File: config.mk
export PLATFORM = sky130hd
export DESIGN_NAME = pet_bank_ctrl_flat
export DESIGN_NICKNAME = d
export VERILOG_FILES = /design/src/rtl/pet_mem_pkg.sv /design/src/rtl/pet_bank_ctrl_if.sv /design/src/rtl/pet_addr_decode.sv /design/src/rtl/pet_bank_ctrl.sv /design/src/flat_wrapper.sv
export SDC_FILE = /design/constraint.sdc
export NUM_CORES = 1
export LEC_CHECK = 0
export ABC_CLOCK_PERIOD_IN_PS = 4500
export BUFFER_PORTS_ARGS = -buffer_cell sky130_fd_sc_hd__buf_2
export CORE_MARGIN = 2
export CORE_UTILIZATION = 47
export DETAILED_ROUTE_END_ITERATION = 10
export PLACE_DENSITY = 0.87
export SKIP_LAST_GASP = 1
export SLEW_MARGIN = 20
export SYNTH_ARGS = -nofsm -noshare
export SYNTH_HDL_FRONTEND = slang
export SYNTH_HIERARCHICAL = 1
export SYNTH_SLANG_ARGS = --single-unit
File: constraint.sdc
create_clock -name clk -period 4.5 [get_ports clk]
set_clock_uncertainty 0.2 [all_clocks]
set_input_delay 0.45 -clock clk [delete_from_list [all_inputs] [get_ports clk]]
set_output_delay 0.45 -clock clk [all_outputs]
set_load 0.1 [all_outputs]
File: src/rtl/pet_mem_pkg.sv
// Memory-map constants, region encoding and decode result type shared by the
// PET bank controller, its address decoder and the debugger.
package pet_mem_pkg;

    typedef enum logic [2:0] {
        NONE = 3'd0,
        RAM  = 3'd1,
        VRAM = 3'd2,
        ROM  = 3'd3,
        IO   = 3'd4,
        EXP  = 3'd5
    } region_t;

    typedef struct packed {
        region_t     region;
        logic [14:0] ram_addr;
        logic [15:0] exp_addr;
        logic [10:0] vram_addr;
        logic        wp;
    } decode_t;

    localparam logic [15:0] EXP_CTRL_ADDR = 16'hFFF0;

    // Bit positions inside the $FFF0 expansion control register.
    localparam int CTRL_WP_LO     = 0;
    localparam int CTRL_WP_HI     = 1;
    localparam int CTRL_BANK_LO   = 2;
    localparam int CTRL_BANK_HI   = 3;
    localparam int CTRL_RSVD      = 4;
    localparam int CTRL_VRAM_PEEK = 5;
    localparam int CTRL_IO_PEEK   = 6;
    localparam int CTRL_ENABLE    = 7;

    localparam logic [15:0] VRAM_BASE = 16'h8000;
    localparam logic [15:0] ROM_BASE  = 16'h9000;
    localparam logic [15:0] IO_BASE   = 16'hE800;
    localparam logic [15:0] IO_END    = 16'hEFFF;

    function automatic logic in_io(input logic [15:0] a);
        return (a >= IO_BASE) && (a <= IO_END);
    endfunction

    function automatic logic in_vram_window(input logic [15:0] a);
        return (a >= VRAM_BASE) && (a < ROM_BASE);
    endfunction

endpackage

File: src/rtl/pet_bank_ctrl_if.sv
// CPU bus and DMA injection port of the PET bank controller.
interface pet_bank_ctrl_if;
    logic        ce_cpu;
    logic [15:0] addr;
    logic [7:0]  data_in;
    logic        we;
    logic [7:0]  data_out;

    logic        dma_req;
    logic [15:0] dma_addr;
    logic        dma_we;
    logic        dma_ack;
    logic        dma_sel_ram;

    modport master (
        output ce_cpu, addr, data_in, we, dma_req, dma_addr, dma_we,
        input  data_out, dma_ack, dma_sel_ram
    );

    modport slave (
        input  ce_cpu, addr, data_in, we, dma_req, dma_addr, dma_we,
        output data_out, dma_ack, dma_sel_ram
    );
endinterface

File: src/rtl/pet_addr_decode.sv
// Combinational PET address decoder: address plus expansion control register
// to target region, physical addresses and expansion write-protect flag.
module pet_addr_decode
    import pet_mem_pkg::*;
#(
    parameter int RAM_KB  = 32,
    parameter int VRAM_KB = 1,
    parameter bit EXP_EN  = 1'b0
) (
    input  logic [15:0] addr,
    input  logic [7:0]  exp_ctrl,
    output decode_t     dec
);

    localparam logic [16:0] RAM_SIZE  = 17'(RAM_KB * 1024);
    localparam logic [14:0] RAM_MASK  = 15'(RAM_KB * 1024 - 1);
    localparam logic [10:0] VRAM_MASK = 11'(VRAM_KB * 1024 - 1);

    logic override;
    logic high_half;
    logic unused_ctrl_bit;

    assign unused_ctrl_bit = exp_ctrl[CTRL_RSVD];
    assign override        = EXP_EN && exp_ctrl[CTRL_ENABLE] && addr[15];
    assign high_half       = addr[14];

    always_comb begin
        dec.region    = NONE;
        dec.ram_addr  = addr[14:0] & RAM_MASK;
        dec.vram_addr = addr[10:0] & VRAM_MASK;
        // $8000-$BFFF lands in bank 0/1, $C000-$FFFF in bank 2/3.
        dec.exp_addr  = high_half ? {1'b1, exp_ctrl[CTRL_BANK_HI], addr[13:0]}
                                  : {1'b0, exp_ctrl[CTRL_BANK_LO], addr[13:0]};
        dec.wp        = override && (high_half ? exp_ctrl[CTRL_WP_HI]
                                               : exp_ctrl[CTRL_WP_LO]);

        if ({1'b0, addr} < RAM_SIZE) begin
            dec.region = RAM;
        end else if (!addr[15]) begin
            dec.region = NONE;
        end else if (override) begin
            if (exp_ctrl[CTRL_VRAM_PEEK] && in_vram_window(addr)) begin
                dec.region = VRAM;
            end else if (exp_ctrl[CTRL_IO_PEEK] && in_io(addr)) begin
                dec.region = IO;
            end else begin
                dec.region = EXP;
            end
        end else if (in_vram_window(addr)) begin
            dec.region = VRAM;
        end else if (in_io(addr)) begin
            dec.region = IO;
        end else begin
            dec.region = ROM;
        end
    end

endmodule

File: src/rtl/pet_bank_ctrl.sv
// PET bank controller: address decode, $FFF0 expansion register, DMA/CPU
// arbitration for the base RAM port and the registered read-data mux.
module pet_bank_ctrl
    import pet_mem_pkg::*;
#(
    parameter int RAM_KB         = 32,
    parameter int VRAM_KB        = 1,
    parameter bit EXP_EN         = 1'b0,
    parameter bit OPEN_BUS_LATCH = 1'b1
) (
    input  logic                  clk,
    input  logic                  reset_n,
    pet_bank_ctrl_if.slave        bus,
    output logic [14:0]           ram_addr,
    output logic                  ram_we,
    output logic [15:0]           exp_addr,
    output logic                  exp_we,
    output logic [10:0]           vram_addr,
    output logic                  vram_we,
    output logic                  io_cs,
    input  logic [7:0]            ram_q,
    input  logic [7:0]            exp_q,
    input  logic [7:0]            vram_q,
    input  logic [7:0]            rom_q,
    input  logic [7:0]            io_q,
    output logic [7:0]            exp_ctrl
);

    decode_t    cpu_dec;
    decode_t    dma_dec;
    logic       cpu_wr;
    logic       ctrl_hit;
    logic       dma_grant;
    logic       dma_busy_q;
    logic       vld_p0;
    region_t    sel_p0;
    logic [7:0] bus_latch_q;
    logic [7:0] rd_mux;
    logic       unused_dma;

    pet_addr_decode #(
        .RAM_KB  (RAM_KB),
        .VRAM_KB (VRAM_KB),
        .EXP_EN  (EXP_EN)
    ) u_cpu_dec (
        .addr     (bus.addr),
        .exp_ctrl (exp_ctrl),
        .dec      (cpu_dec)
    );

    // DMA only ever reaches base RAM, so it sees the unbanked map.
    pet_addr_decode #(
        .RAM_KB  (RAM_KB),
        .VRAM_KB (VRAM_KB),
        .EXP_EN  (EXP_EN)
    ) u_dma_dec (
        .addr     (bus.dma_addr),
        .exp_ctrl (8'h00),
        .dec      (dma_dec)
    );

    assign unused_dma = ^{dma_dec.exp_addr, dma_dec.vram_addr, dma_dec.wp};

    assign cpu_wr   = bus.ce_cpu & bus.we;
    assign ctrl_hit = EXP_EN && (bus.addr == EXP_CTRL_ADDR);

    // dma_busy_q covers the clk after a CPU cycle (sync RAM still returning
    // CPU read data) and the clk after a grant (every-other-clk limit).
    assign dma_grant       = bus.dma_req & ~bus.ce_cpu & ~dma_busy_q;
    assign bus.dma_ack     = dma_grant;
    assign bus.dma_sel_ram = dma_grant;

    always_comb begin
        ram_addr = cpu_dec.ram_addr;
        ram_we   = cpu_wr && (cpu_dec.region == RAM);
        if (dma_grant) begin
            ram_addr = dma_dec.ram_addr;
            ram_we   = bus.dma_we && (dma_dec.region == RAM);
        end
    end

    assign exp_addr  = cpu_dec.exp_addr;
    assign exp_we    = cpu_wr && (cpu_dec.region == EXP) && !cpu_dec.wp && !ctrl_hit;
    assign vram_addr = cpu_dec.vram_addr;
    assign vram_we   = cpu_wr && (cpu_dec.region == VRAM);
    assign io_cs     = bus.ce_cpu && (cpu_dec.region == IO);

    always_comb begin
        rd_mux = OPEN_BUS_LATCH ? bus_latch_q : 8'hFF;
        case (sel_p0)
            RAM:     rd_mux = ram_q;
            VRAM:    rd_mux = vram_q;
            ROM:     rd_mux = rom_q;
            IO:      rd_mux = io_q;
            EXP:     rd_mux = exp_q;
            default: rd_mux = OPEN_BUS_LATCH ? bus_latch_q : 8'hFF;
        endcase
    end

    always_ff @(posedge clk) begin
        if (!reset_n) begin
            exp_ctrl     <= 8'h00;
            dma_busy_q   <= 1'b1;
            vld_p0       <= 1'b0;
            sel_p0       <= NONE;
            bus.data_out <= 8'h00;
            bus_latch_q  <= 8'hFF;
        end else begin
            dma_busy_q <= bus.ce_cpu | dma_grant;
            // p0: region of the CPU cycle captured alongside target access
            vld_p0     <= bus.ce_cpu & ~bus.we;
            if (bus.ce_cpu) begin
                sel_p0 <= cpu_dec.region;
            end
            // p1: target data lands in data_out
            if (vld_p0) begin
                bus.data_out <= rd_mux;
                if (sel_p0 != NONE) begin
                    bus_latch_q <= rd_mux;
                end
            end
            if (cpu_wr) begin
                bus_latch_q <= bus.data_in;
            end
            if (cpu_wr && ctrl_hit) begin
                exp_ctrl <= bus.data_in;
            end
        end
    end

endmodule

File: src/flat_wrapper.sv
// flat-port wrapper written by rule: the top's interface ports become plain ports
module pet_bank_ctrl_flat import pet_mem_pkg::*;
#(
    parameter int RAM_KB         = 32,
    parameter int VRAM_KB        = 1,
    parameter bit EXP_EN         = 1'b0,
    parameter bit OPEN_BUS_LATCH = 1'b1
)
  (clk, reset_n, ram_addr, ram_we, exp_addr, exp_we, vram_addr, vram_we, io_cs, ram_q, exp_q, vram_q, rom_q, io_q, exp_ctrl, bus_ce_cpu, bus_addr, bus_data_in, bus_we, bus_dma_req, bus_dma_addr, bus_dma_we, bus_data_out, bus_dma_ack, bus_dma_sel_ram);
  pet_bank_ctrl_if bus_i ();
  input  logic clk;
  input  logic reset_n;
  output logic [14:0] ram_addr;
  output logic ram_we;
  output logic [15:0] exp_addr;
  output logic exp_we;
  output logic [10:0] vram_addr;
  output logic vram_we;
  output logic io_cs;
  input  logic [7:0] ram_q;
  input  logic [7:0] exp_q;
  input  logic [7:0] vram_q;
  input  logic [7:0] rom_q;
  input  logic [7:0] io_q;
  output logic [7:0] exp_ctrl;
  input wire logic [$bits(bus_i.ce_cpu)-1:0] bus_ce_cpu;
  input wire logic [$bits(bus_i.addr)-1:0] bus_addr;
  input wire logic [$bits(bus_i.data_in)-1:0] bus_data_in;
  input wire logic [$bits(bus_i.we)-1:0] bus_we;
  input wire logic [$bits(bus_i.dma_req)-1:0] bus_dma_req;
  input wire logic [$bits(bus_i.dma_addr)-1:0] bus_dma_addr;
  input wire logic [$bits(bus_i.dma_we)-1:0] bus_dma_we;
  output wire logic [$bits(bus_i.data_out)-1:0] bus_data_out;
  output wire logic [$bits(bus_i.dma_ack)-1:0] bus_dma_ack;
  output wire logic [$bits(bus_i.dma_sel_ram)-1:0] bus_dma_sel_ram;
  assign bus_i.ce_cpu = bus_ce_cpu;
  assign bus_i.addr = bus_addr;
  assign bus_i.data_in = bus_data_in;
  assign bus_i.we = bus_we;
  assign bus_i.dma_req = bus_dma_req;
  assign bus_i.dma_addr = bus_dma_addr;
  assign bus_i.dma_we = bus_dma_we;
  assign bus_data_out = bus_i.data_out;
  assign bus_dma_ack = bus_i.dma_ack;
  assign bus_dma_sel_ram = bus_i.dma_sel_ram;
  pet_bank_ctrl #(.RAM_KB(RAM_KB), .VRAM_KB(VRAM_KB), .EXP_EN(EXP_EN), .OPEN_BUS_LATCH(OPEN_BUS_LATCH)) u_core (.clk(clk), .reset_n(reset_n), .bus(bus_i), .ram_addr(ram_addr), .ram_we(ram_we), .exp_addr(exp_addr), .exp_we(exp_we), .vram_addr(vram_addr), .vram_we(vram_we), .io_cs(io_cs), .ram_q(ram_q), .exp_q(exp_q), .vram_q(vram_q), .rom_q(rom_q), .io_q(io_q), .exp_ctrl(exp_ctrl));
endmodule
==> results_tabular.tex, run 1 <==
\begin{tabular}{lr}
\hline
Metric & Value \\
\hline
\multicolumn{2}{l}{\textbf{Finish}} \\
\quad Relative area change from synthesis to final layout & 11.9\% \\
\quad Area used by multi-input combinational logic & $\sim$0.0012 mm² \\
\quad Fillers & around 410 \\
\quad Final Net Count & between 400 and 500 \\
\quad Share of post-route cells with drive strength above 1 & around 54\% \\
\quad Number of diodes & 0 \\
\quad Final design utilization & between 50\% and 60\% \\
\quad Storage element area & 420 µm² \\
\multicolumn{2}{l}{\textbf{Power and ir drop}} \\
\quad Worst-case vdd ir drop & between 0.2 and 0.25 mV \\
\quad Static Leak & 0.00117 µW \\
\quad Areal power density over the cells & slightly below 300 mW/mm² \\
\multicolumn{2}{l}{\textbf{Die}} \\
\quad Area enclosed by the die boundary & $\sim$0.0052 mm² \\
\quad Top-level I/O count & 150 \\
\quad Die Width & a little over 70 µm \\
\quad Rows & 24 \\
\quad CORE AREA & around 0.0044 mm² \\
\quad Starting density of the core & 49.4\% \\
\quad Die span in y & 72.1 µm \\
\multicolumn{2}{l}{\textbf{Setup path}} \\
\quad CP max-delay cell & sky130\_fd\_sc\_hd\_\_nor2\_2 \\
\quad Startpoint type of the worst setup path & register \\
\quad Total buffers and inverters traversed by the critical path & 1 \\
\quad Crit path required time & a little under 4000 ps \\
\quad Maximum net fanout on the critical path & 18 \\
\quad Crit-path max cell delay & between 600 and 700 ps \\
\quad Critical-path cell list & nand2b\_1 -> nor2\_2 -> mux2\_2 -> buf\_2 \\
\quad Family with the most delay on the worst path & simple AND/OR/NAND/NOR gates \\
\quad Critical path data arrival time & 2050 ps \\
\quad Kind of critical path & reg -> out \\
\quad Element type at the critical path end & output pin \\
\multicolumn{2}{l}{\textbf{STA}} \\
\quad Actual slew at the worst max-slew pin & 1000 ps \\
\quad Endpoints failing setup & 0 \\
\quad Max Fclk & 0.370 GHz \\
\quad Max transition margin & approximately a third \\
\quad Total Neg Setup Slack & 0 ps \\
\quad RSZ-0062 raised after global routing & false \\
\quad Post-route fraction of the period consumed by the critical path & 60.1\% \\
\quad Final worst path period need & roughly 2700 ps \\
\quad Number of pins with negative max-slew slack in the final report & 0 \\
\quad Final worst-path setup slack & around 1800 ps \\
\quad Final count of hold timing violations & 0 \\
\multicolumn{2}{l}{\textbf{Global routing}} \\
\quad Total congestion overflow after global routing & 0 \\
\quad Antenna violations before repair & 0 \\
\quad Number of global-route vias before repair & approximately 1700 \\
\quad Global-route wire length before repair & 7870 µm \\
\quad Total global routing track utilization & 18.9\% \\
\quad Largest net degree at the start of global routing & 30 \\
\multicolumn{2}{l}{\textbf{Clocking}} \\
\quad Buffers from clock root to sink, at most & 2 \\
\quad Count of buffers added by post-CTS timing repair for setup & 0 \\
\quad Number of clock buffers inserted by TritonCTS & 3 \\
\quad Post-cts resize count & 0 \\
\quad Clock insertion delay at the later pin of the skew report & between 200 and 300 ps \\
\quad Post-CTS Hold Fix Bufs & 0 \\
\quad TritonCTS sink count & 21 \\
\quad TritonCTS clock tree & built \\
\quad Count of H-tree levels built during CTS & 1 \\
\quad Clock transition at path regs & 80 ps \\
\quad Root buf cell & sky130\_fd\_sc\_hd\_\_clkbuf\_8 \\
\multicolumn{2}{l}{\textbf{Placed design}} \\
\quad Setup slack at placement & 1830 ps \\
\quad Dpl hpwl & $\sim$4200 µm \\
\quad Port Buffer Count & $\sim$140 \\
\quad Placer's final routability congestion estimate & 0.844 \\
\multicolumn{2}{l}{\textbf{Route}} \\
\quad Violation count after the first detailed-routing iteration & $\sim$80 \\
\quad Number of antenna-violating nets in the routed design & 0 \\
\quad Count of unresolved DRC violations after routing & 0 \\
\quad 1st-pass router iterations & 4 \\
\quad Detailed-route wire length per cell & between 10 and 15 µm \\
\quad Total number of vias & 1999 \\
\quad Mean number of vias per cell & 5.26 \\
\quad Sum of routed wire length over all layers & roughly 5200 µm \\
\multicolumn{2}{l}{\textbf{Flow run}} \\
\quad Max-cap check violation count & 0 \\
\multicolumn{2}{l}{\textbf{Synth}} \\
\quad Cell area after technology mapping & roughly 0.0022 mm² \\
\quad Post-synthesis cell count & between 200 and 300 \\
\quad Synth warn & 6 \\
\quad Mean area per synthesized cell & 8.58 µm² \\
\multicolumn{2}{l}{\textbf{Worst hold path}} \\
\quad Worst min-delay path category & in -> reg \\
\multicolumn{2}{l}{\textbf{Run status}} \\
\quad Outcome & completed \\
\hline
\end{tabular}
[power by group]
part	internal, µW	switching (µW)	total, µW	leakage, µW
clock network	63.0	59.8	123	0.0000228
registers	196	14.5	211	0.000172
logic	84.2	291	375	0.000974
[registers in the layout (all words and copies together), names as in the netlist]
| signal | count |
|---|---|
| u_core/dma_busy_q | 1 |
| u_core/sel_p0 | 3 |
| u_core/vld_p0 | 1 |
| u_core/bus_latch_q | 8 |
| u_core/bus.data_out | 8 |
[routing by layer]
metal  GRT usage [%]  wire (µm)
met4            4.19         31
met3            4.03        485
met5               0          0
met1            21.7       2040
met2            35.4       2650
[layout make-up]
| class | count | area share, % |
|---|---|---|
| sequential | 21 | 17.2 |
| multi-input combinational | 159 | 49.0 |
| tap | 52 | 2.67 |
| clock buffer | 4 | 1.85 |
| inverter | 5 | 0.769 |
| timing repair buffer | 139 | 28.5 |
[placed cells by master, fill, tap and decap left out, types with 2 or more instances in the layout]
cell type,n
sky130_fd_sc_hd__buf_2,139
sky130_fd_sc_hd__dfxtp_1,21
sky130_fd_sc_hd__mux2_2,15
sky130_fd_sc_hd__conb_1,12
sky130_fd_sc_hd__nand3b_1,10
sky130_fd_sc_hd__nor2_1,9
sky130_fd_sc_hd__nand3_1,8
sky130_fd_sc_hd__a21oi_1,8
sky130_fd_sc_hd__nand2_1,6
sky130_fd_sc_hd__nor2b_1,5
sky130_fd_sc_hd__nand2b_1,4
sky130_fd_sc_hd__o31ai_1,4
sky130_fd_sc_hd__a22o_1,4
sky130_fd_sc_hd__a221o_1,4
sky130_fd_sc_hd__o221ai_1,4
sky130_fd_sc_hd__inv_1,4
sky130_fd_sc_hd__o21ai_1,4
sky130_fd_sc_hd__o22ai_1,4
sky130_fd_sc_hd__clkbuf_8,3
sky130_fd_sc_hd__or2b_1,3
sky130_fd_sc_hd__and2_1,3
sky130_fd_sc_hd__a221oi_1,3
sky130_fd_sc_hd__a211oi_1,3
sky130_fd_sc_hd__and3b_1,3
sky130_fd_sc_hd__mux2i_1,3
sky130_fd_sc_hd__o21ai_0,3
sky130_fd_sc_hd__o21a_1,3
sky130_fd_sc_hd__nor4b_2,2
sky130_fd_sc_hd__nor4bb_1,2
sky130_fd_sc_hd__a21boi_1,2
sky130_fd_sc_hd__a21oi_2,2
sky130_fd_sc_hd__or2_2,2
sky130_fd_sc_hd__a41o_1,2
sky130_fd_sc_hd__nor3_1,2
sky130_fd_sc_hd__o211ai_1,2
sky130_fd_sc_hd__o22a_1,2
sky130_fd_sc_hd__and3_4,2
sky130_fd_sc_hd__a21boi_2,2
[final timing paths]
check | slack [ps] | startpoint | depth (start not counted) | endpoint
min | 250 | bus_dma_req | 3 | u_core/dma_busy_q
max reg2reg | 2060 | u_core/sel_p0[1] | 4 | u_core/bus.data_out[0]
min reg2reg | 270 | u_core/bus.data_out[5] | 2 | u_core/bus.data_out[5]
max | 1800 | u_core/dma_busy_q | 4 | ram_addr[3]
[stage by stage]
| step | hold WS [ps] | instance area [µm²] | std cells | total power [µW] |
|---|---|---|---|---|
| 2_1_floorplan | 281 | 2230 | 264 | 557 |
| 3_3_place_gp | 254 | 2390 | 376 | 587 |
| 3_5_place_dp | 256 | 2390 | 376 | 589 |
| 4_1_cts | 245 | 2440 | 380 | 710 |
| 5_1_grt | 263 | 2440 | 380 | 737 |
| 6_report | 246 | 2440 | 380 | 709 |
[worst min-delay path, stage by stage]
cell and delay (ps):
sky130_fd_sc_hd__buf_2 70, sky130_fd_sc_hd__nand2b_1 70, sky130_fd_sc_hd__nand3b_1 80
Note: power is estimated with default switching activity, not from simulation.
==> inputs of run 2 (changes only) <==
--- a/config.mk
+++ b/config.mk
@@ -5,12 +5,12 @@
 export SDC_FILE = /design/constraint.sdc
 export NUM_CORES = 1
 export LEC_CHECK = 0
-export ABC_CLOCK_PERIOD_IN_PS = 4500
+export ABC_CLOCK_PERIOD_IN_PS = 2300
 export BUFFER_PORTS_ARGS = -buffer_cell sky130_fd_sc_hd__buf_2
 export CORE_MARGIN = 2
-export CORE_UTILIZATION = 47
+export CORE_UTILIZATION = 40
 export DETAILED_ROUTE_END_ITERATION = 10
-export PLACE_DENSITY = 0.87
+export PLACE_DENSITY = 0.79
 export SKIP_LAST_GASP = 1
 export SLEW_MARGIN = 20
 export SYNTH_ARGS = -nofsm -noshare
==> constraint.sdc (replaced) <==
create_clock -name clk -period 2.3 [get_ports clk]
set_clock_uncertainty 0.2 [all_clocks]
set_input_delay 0.23 -clock clk [delete_from_list [all_inputs] [get_ports clk]]
set_output_delay 0.23 -clock clk [all_outputs]
set_load 0.1 [all_outputs]
==> run 2 against run 1 <==
  * Flip-flop and latch count did not move
  * Critical path depth rose by 1
  * Highest routed layer unchanged
  * Sequential share of layout area fell by 2.6 points
  * Worst hold slack got worse by 200 ps
  * Via count rose by 3.7%
  * First-iteration DRC count rose by 54%
  * Largest power group unchanged
  * Design area rose by 18%
==> results_tabular.tex, run 2 (synthesis results as in run 1) <==
\begin{tabular}{lr}
\hline
Metric & Value \\
\hline
\multicolumn{2}{l}{\textbf{Worst hold path}} \\
\quad Hold path startpoint & bus\_dma\_req \\
\quad Destination of the worst hold path & u\_core/dma\_busy\_q \\
\quad Worst min-delay path category & in -> reg \\
\quad Cell depth of the worst min-delay path & 3 \\
\multicolumn{2}{l}{\textbf{Clocking}} \\
\quad Count of H-tree levels built during CTS & 1 \\
\quad Buffers from clock root to sink, at most & 2 \\
\quad TritonCTS sink count & 21 \\
\quad TritonCTS clock tree & built \\
\quad Clock transition at path regs & $\sim$70 ps \\
\quad Post-cts resize count & 0 \\
\quad Count of buffers added by post-CTS timing repair for setup & 0 \\
\quad Clock insertion delay at the later pin of the skew report & between 200 and 300 ps \\
\quad Root buf cell & sky130\_fd\_sc\_hd\_\_clkbuf\_8 \\
\quad Post-CTS Hold Fix Bufs & 0 \\
\quad Number of clock buffers inserted by TritonCTS & 3 \\
\multicolumn{2}{l}{\textbf{Finish}} \\
\quad Largest registers & u\_core/bus.data\_out (8), u\_core/bus\_latch\_q (8), u\_core/sel\_p0 (3) \\
\quad Post-route cell area & around 0.0029 mm² \\
\quad Number of diodes & 0 \\
\quad Share of post-route cells with drive strength above 1 & a little under three fifths \\
\quad Final Net Count & between 400 and 500 \\
\quad Fillers & about 470 \\
\quad Highest-count cells in the layout ignoring fill and taps & 118 x sky130\_fd\_sc\_hd\_\_buf\_2, 21 x sky130\_fd\_sc\_hd\_\_buf\_12, 21 x sky130\_fd\_sc\_hd\_\_dfxtp\_1 \\
\quad Relative area change from synthesis to final layout & 32.1\% \\
\quad Commonest non-fill, non-tap cell in the layout & sky130\_fd\_sc\_hd\_\_buf\_2 \\
\multicolumn{2}{l}{\textbf{Run status}} \\
\quad Outcome & completed \\
\multicolumn{2}{l}{\textbf{Setup path}} \\
\quad Crit path required time & between 1500 and 2000 ps \\
\quad Maximum net fanout on the critical path & 18 \\
\quad Total buffers and inverters traversed by the critical path & 2 \\
\quad Element type at the critical path end & output pin \\
\quad Register-to-register setup slack & 350 ps \\
\quad Kind of critical path & reg -> out \\
\quad Startpoint type of the worst setup path & register \\
\quad CP max-delay cell & sky130\_fd\_sc\_hd\_\_mux2\_2 \\
\quad Depth of the worst register-to-register path & 4 \\
\quad R2r startpoint & u\_core/sel\_p0[2] \\
\quad Crit-path max cell delay & approximately 400 ps \\
\quad Critical path data arrival time & 1660 ps \\
\quad Worst setup path startpoint & u\_core/dma\_busy\_q \\
\quad Family with the most delay on the worst path & buffers and inverters \\
\quad Critical-path cell list & nand2b\_1 -> nor2\_2 -> buf\_4 -> mux2\_2 -> buf\_12 \\
\quad Critical register-to-register path endpoint & u\_core/bus.data\_out[0] \\
\multicolumn{2}{l}{\textbf{Flow run}} \\
\quad Max-cap check violation count & 0 \\
\multicolumn{2}{l}{\textbf{Die}} \\
\quad Rows & 26 \\
\quad Die span in y & about 78 µm \\
\quad Starting density of the core & a little over two fifths \\
\quad Top-level I/O count & 150 \\
\quad CORE AREA & just over 0.005 mm² \\
\quad Area enclosed by the die boundary & 0.00606 mm² \\
\quad Die Width & 77.8 µm \\
\multicolumn{2}{l}{\textbf{Route}} \\
\quad Violation count after the first detailed-routing iteration & $\sim$130 \\
\quad Number of antenna-violating nets in the routed design & 0 \\
\quad 1st-pass router iterations & 4 \\
\quad Count of unresolved DRC violations after routing & 0 \\
\quad Sum of routed wire length over all layers & $\sim$6000 µm \\
\quad Mean number of vias per cell & slightly above 5 \\
\quad Total number of vias & between 2000 and 2500 \\
\quad Detailed-route wire length per cell & between 10 and 15 µm \\
\multicolumn{2}{l}{\textbf{Power and ir drop}} \\
\quad Areal power density over the cells & between 500 and 600 mW/mm² \\
\quad Overall power & about 1500 µW \\
\quad Static Leak & approximately 0.0013 µW \\
\quad Worst-case vdd ir drop & approximately 0.35 mV \\
\multicolumn{2}{l}{\textbf{Global routing}} \\
\quad Total congestion overflow after global routing & 0 \\
\quad Total global routing track utilization & 19.7\% \\
\quad Antenna violations before repair & 0 \\
\quad Largest net degree at the start of global routing & 23 \\
\quad Global-route wire length before repair & 9780 µm \\
\quad Number of global-route vias before repair & 2032 \\
\multicolumn{2}{l}{\textbf{STA}} \\
\quad Post-route fraction of the period consumed by the critical path & between 90\% and 100\% \\
\quad WHS & $\sim$43 ps \\
\quad Max transition margin & between 40 and 50\% \\
\quad RSZ-0062 raised after global routing & false \\
\quad Max Fclk & approximately 0.48 GHz \\
\quad Endpoints failing setup & 0 \\
\quad Final worst-path setup slack & a little over 200 ps \\
\quad Number of pins with negative max-slew slack in the final report & 0 \\
\quad Final count of hold timing violations & 0 \\
\quad Final worst path period need & about 2100 ps \\
\quad Actual slew at the worst max-slew pin & 869 ps \\
\multicolumn{2}{l}{\textbf{Placed design}} \\
\quad Setup slack at placement & roughly 200 ps \\
\quad Port Buffer Count & between 100 and 150 \\
\quad Placer's final routability congestion estimate & approximately 0.83 \\
\quad Placed instance area & around 0.0028 mm² \\
\quad Dpl hpwl & about 4900 µm \\
\hline
\end{tabular}
run 2: cell count changes in the layout (fill, tap and decap cells not counted), sizes merged:
cell and delta:
buf +7
run 2: worst max path at each step:
stage | cells after the start | end
floorplan | 4 | exp_we
global placement | 6 | exp_we
detailed placement | 6 | exp_we
CTS | 5 | ram_addr[13]
global route | 5 | ram_addr[13]
finish | 5 | ram_addr[13]
run 2: routing by layer:
metal  part of all wire [%]  global-route usage [%]  vias to the layer above
met3                    5.0                    2.21                        6
met4                   0.98                    5.89                        0
met1                     42                    25.2                      981
met5                      0                       0                        -
met2                     52                    34.3                       78
li1                       -                       -                     1008
run 2: cell type report:
type	count	area (µm²)	share of cell area, %
multi-input combinational	159	1240	43.2
inverter	5	18.8	0.652
tap	70	87.6	3.04
clock buffer	4	45.0	1.56
sequential	21	420	14.6
timing repair buffer	146	1060	36.9
run 2: power by group:
group | switching [µW] | total, µW | internal [µW]
sequential | 14.7 | 398 | 384
clock | 118 | 241 | 123
combinational | 606 | 841 | 235
run 2: worst reg2reg max path: stages, from the launching register on:
cell                      delay (ps)
sky130_fd_sc_hd__dfxtp_1         540
sky130_fd_sc_hd__and2_1          460
sky130_fd_sc_hd__a21oi_4         120
sky130_fd_sc_hd__or2_2           310
sky130_fd_sc_hd__a41o_1          230
run 2: metrics by stage:
stage | utilization (%) | std cells | TNS (ps)
2_1_floorplan | - | 264 | -124
3_3_place_gp | 54.8 | 401 | 0
3_5_place_dp | 54.8 | 401 | 0
4_1_cts | 55.7 | 405 | 0
5_1_grt | 55.7 | 405 | 0
6_report | 55.7 | 405 | 0
==> inputs of run 3 (changes only) <==
--- a/config.mk
+++ b/config.mk
@@ -8,12 +8,12 @@
 export ABC_CLOCK_PERIOD_IN_PS = 2300
 export BUFFER_PORTS_ARGS = -buffer_cell sky130_fd_sc_hd__buf_2
 export CORE_MARGIN = 2
-export CORE_UTILIZATION = 40
+export CORE_UTILIZATION = 35
+export CTS_BUF_LIST = sky130_fd_sc_hd__clkbuf_8 sky130_fd_sc_hd__clkbuf_16
 export DETAILED_ROUTE_END_ITERATION = 10
-export PLACE_DENSITY = 0.79
+export PLACE_DENSITY = 0.78
 export SKIP_LAST_GASP = 1
 export SLEW_MARGIN = 20
 export SYNTH_ARGS = -nofsm -noshare
 export SYNTH_HDL_FRONTEND = slang
-export SYNTH_HIERARCHICAL = 1
 export SYNTH_SLANG_ARGS = --single-unit
==> run 3 against run 2 <==
  * Sequential share of layout area rose by 2.5 points
  * Wire length is 13% lower
  * Highest routed layer unchanged
  * Synthesized area down 20%
  * Critical path type unchanged
  * Worst setup slack lost 89 ps
  * Largest cell class unchanged
==> results_tabular.tex, run 3 <==
\begin{tabular}{lr}
\hline
Metric & Value \\
\hline
\multicolumn{2}{l}{\textbf{Run status}} \\
\quad Outcome & completed \\
\multicolumn{2}{l}{\textbf{Die}} \\
\quad Die span in y & about 74 µm \\
\quad Starting density of the core & a little over a third \\
\quad Die Width & 74.4 µm \\
\quad Area enclosed by the die boundary & 0.00554 mm² \\
\quad Top-level I/O count & 150 \\
\quad CORE AREA & approximately 0.0048 mm² \\
\quad Rows & 25 \\
\multicolumn{2}{l}{\textbf{Finish}} \\
\quad Relative area change from synthesis to final layout & 41.3\% \\
\quad Share of post-route cells with drive strength above 1 & a little over half \\
\quad Area used by multi-input combinational logic & roughly 960 µm² \\
\quad Post-route cell area & 0.00245 mm² \\
\quad Final Net Count & just over 400 \\
\quad Fillers & 464 \\
\quad Largest registers & u\_core.bus.data\_out (8), u\_core.bus\_latch\_q (8), u\_core.sel\_p0 (3) \\
\quad Commonest non-fill, non-tap cell in the layout & sky130\_fd\_sc\_hd\_\_buf\_2 \\
\quad Highest-count cells in the layout ignoring fill and taps & 126 x sky130\_fd\_sc\_hd\_\_buf\_2, 21 x sky130\_fd\_sc\_hd\_\_dfxtp\_1, 16 x sky130\_fd\_sc\_hd\_\_a21oi\_1 \\
\quad Storage element area & 420 µm² \\
\quad Number of diodes & 0 \\
\multicolumn{2}{l}{\textbf{Power and ir drop}} \\
\quad Overall power & about 1400 µW \\
\quad Worst-case vdd ir drop & 0.451 mV \\
\quad Internal power & between 600 and 700 µW \\
\quad Switching pwr & roughly 710 µW \\
\quad Areal power density over the cells & between 500 and 600 mW/mm² \\
\quad Power share of the combinational group & between 50\% and 60\% \\
\quad Switching power as a share of total power & 50.8\% \\
\quad Static Leak & approximately 0.0012 µW \\
\quad Clk network pwr share & between 10\% and 20\% \\
\quad Part of the power in registers & $\sim$29\% \\
\multicolumn{2}{l}{\textbf{Setup path}} \\
\quad Kind of critical path & reg -> out \\
\quad Critical path data arrival time & around 1800 ps \\
\quad Maximum net fanout on the critical path & 18 \\
\quad Element type at the critical path end & output pin \\
\quad Crit path required time & $\sim$1900 ps \\
\quad Startpoint type of the worst setup path & register \\
\multicolumn{2}{l}{\textbf{STA}} \\
\quad Max transition margin & 62.9\% \\
\quad Total Neg Setup Slack & 0 ps \\
\quad RSZ-0062 raised after global routing & false \\
\quad Post-route fraction of the period consumed by the critical path & a little over nine tenths \\
\quad Final count of hold timing violations & 0 \\
\quad WHS & 39.2 ps \\
\quad Endpoints failing setup & 0 \\
\quad Number of pins with negative max-slew slack in the final report & 0 \\
\quad Max Fclk & around 0.46 GHz \\
\quad Actual slew at the worst max-slew pin & 554 ps \\
\quad Final worst path period need & 2180 ps \\
\multicolumn{2}{l}{\textbf{Synth}} \\
\quad Mean area per synthesized cell & between 8 and 9 µm² \\
\quad Most frequent cells after synthesis & 38 x sky130\_fd\_sc\_hd\_\_buf\_4, 21 x sky130\_fd\_sc\_hd\_\_dfxtp\_1, 16 x sky130\_fd\_sc\_hd\_\_a21oi\_1 \\
\quad Async set or reset register ratio after synthesis & 0\% \\
\quad Cell taking the most area after synthesis & sky130\_fd\_sc\_hd\_\_dfxtp\_1 \\
\quad Area share of the leading cell type in the synthesized netlist & 24.2\% \\
\quad Number of different library cells in the post-synthesis netlist & 38 \\
\quad Most used flip-flop cell after synthesis & sky130\_fd\_sc\_hd\_\_dfxtp\_1 \\
\quad Number of storage elements in the synthesis netlist & 21 \\
\quad Number of flops mapped to enable cells by yosys & 0 \\
\quad Cell types occupying the most area after synthesis & sky130\_fd\_sc\_hd\_\_dfxtp\_1 24\%, sky130\_fd\_sc\_hd\_\_buf\_4 16\%, sky130\_fd\_sc\_hd\_\_mux2\_2 9.7\% \\
\quad Cell area after technology mapping & between 0.0015 and 0.002 mm² \\
\quad Most common cell in the synthesized netlist & sky130\_fd\_sc\_hd\_\_buf\_4 \\
\quad Synth warn & 0 \\
\quad Post-synthesis cell count & between 200 and 250 \\
\quad Proportion of synthesized chip area in sequential cells & between 20 and 25\% \\
\multicolumn{2}{l}{\textbf{Global routing}} \\
\quad Largest net degree at the start of global routing & 19 \\
\quad Total global routing track utilization & a little under a fifth \\
\quad Global-route wire length before repair & between 7000 and 8000 µm \\
\quad Antenna violations before repair & 0 \\
\quad Total congestion overflow after global routing & 0 \\
\quad Number of global-route vias before repair & 1673 \\
\multicolumn{2}{l}{\textbf{Route}} \\
\quad Violation count after the first detailed-routing iteration & between 100 and 150 \\
\quad Total number of vias & 1911 \\
\quad Count of unresolved DRC violations after routing & 0 \\
\quad 1st-pass router iterations & 4 \\
\quad Number of antenna-violating nets in the routed design & 0 \\
\quad Sum of routed wire length over all layers & $\sim$5300 µm \\
\quad Detailed-route wire length per cell & 13.5 µm \\
\quad Mean number of vias per cell & 4.91 \\
\multicolumn{2}{l}{\textbf{Placed design}} \\
\quad Port Buffer Count & between 100 and 150 \\
\quad Placed instance area & 0.00240 mm² \\
\quad Dpl hpwl & approximately 4400 µm \\
\quad Placer's final routability congestion estimate & about 0.84 \\
\multicolumn{2}{l}{\textbf{Clocking}} \\
\quad Post-cts resize count & 0 \\
\quad Post-CTS Hold Fix Bufs & 1 \\
\quad Number of clock buffers inserted by TritonCTS & 3 \\
\quad Clock transition at path regs & roughly 70 ps \\
\quad Buffers from clock root to sink, at most & 2 \\
\quad Clock insertion delay at the later pin of the skew report & 260 ps \\
\quad TritonCTS sink count & 21 \\
\quad Count of buffers added by post-CTS timing repair for setup & 0 \\
\quad TritonCTS clock tree & built \\
\quad Count of H-tree levels built during CTS & 1 \\
\quad Root buf cell & sky130\_fd\_sc\_hd\_\_clkbuf\_8 \\
\multicolumn{2}{l}{\textbf{Worst hold path}} \\
\quad Worst min-delay path category & in -> reg \\
\multicolumn{2}{l}{\textbf{Flow run}} \\
\quad Max-cap check violation count & 0 \\
\hline
\end{tabular}
-- run 3: cell count changes in the layout (fill, tap and decap cells not counted), moves of 4 or more --
cell,change
sky130_fd_sc_hd__a21oi_1,+8
sky130_fd_sc_hd__buf_2,+8
sky130_fd_sc_hd__a221o_1,-4
sky130_fd_sc_hd__buf_12,-9
sky130_fd_sc_hd__nand3_1,+7
sky130_fd_sc_hd__o2111a_1,+4
sky130_fd_sc_hd__o31ai_1,+6
sky130_fd_sc_hd__nand3b_1,-7
sky130_fd_sc_hd__nand2_1,+9
sky130_fd_sc_hd__o22ai_1,+4
-- run 3: metal layers --
metal  part of all wire (%)  routed length [µm]  track usage, %  vias to the layer above
met3                    5.6                 295            2.03                        6
met4                    1.6                  86            6.94                        0
li1                       -                   -               -                      942
met5                      0                   0               0                        -
met1                     44                2320            24.3                      887
met2                     49                2560            30.2                       76
-- run 3: power by group through the flow --
stage	clock, µW	sequential, µW	combinational (µW)
2_1_floorplan	0	453	571
3_3_place_gp	0	407	752
3_5_place_dp	0	408	757
4_1_cts	242	400	759
5_1_grt	254	403	789
6_report	237	401	759
-- run 3: metrics by stage --
| step | setup slack, ps | utilization (%) | cells |
|---|---|---|---|
| 6_report | 118 | 51.6 | 389 |
| 5_1_grt | 54.1 | 51.6 | 389 |
| 4_1_cts | 125 | 51.6 | 389 |
| 3_5_place_dp | 387 | 50.4 | 384 |
| 3_3_place_gp | 463 | 50.4 | 384 |
| 2_1_floorplan | 271 | - | 223 |
-- run 3: cell families after synthesis --
| kind of cell | after synthesis | share of synthesized area [%] |
|---|---|---|
| buf+inv | 55 | 22.9 |
| compound gates | 57 | 24.0 |
| other cells | 1 | 0.216 |
| simple gates | 64 | 19.0 |
| mux | 15 | 9.73 |
| flops | 21 | 24.2 |
-- run 3: area by class of cell --
class	instances	share of cell area, %
Timing Repair Buffer	143	37.1
Multi-Input combinational cell	147	39.3
Tap cell	67	3.42
Clock inverter	1	0.204
Clock buffer	3	1.68
Sequential cell	21	17.1
Inverter	7	1.07
-- run 3: worst max-delay path, cell delays in order, from the launching register on --
cell and delay, ps:
sky130_fd_sc_hd__dfxtp_1 300, sky130_fd_sc_hd__nand2b_1 160, sky130_fd_sc_hd__nor2_2 90, sky130_fd_sc_hd__buf_4 270, sky130_fd_sc_hd__mux2_2 370, sky130_fd_sc_hd__buf_2 290
-- run 3: final timing paths --
path	slack [ps]	start	end	cells past startpoint
max	120	u_core.dma_busy_q	ram_addr[13]	5
min	40	bus_dma_req	u_core.dma_busy_q	3
min reg2reg	290	u_core.bus.data_out[0]	u_core.bus.data_out[0]	2
max reg2reg	370	u_core.sel_p0[1]	u_core.bus.data_out[6]	5
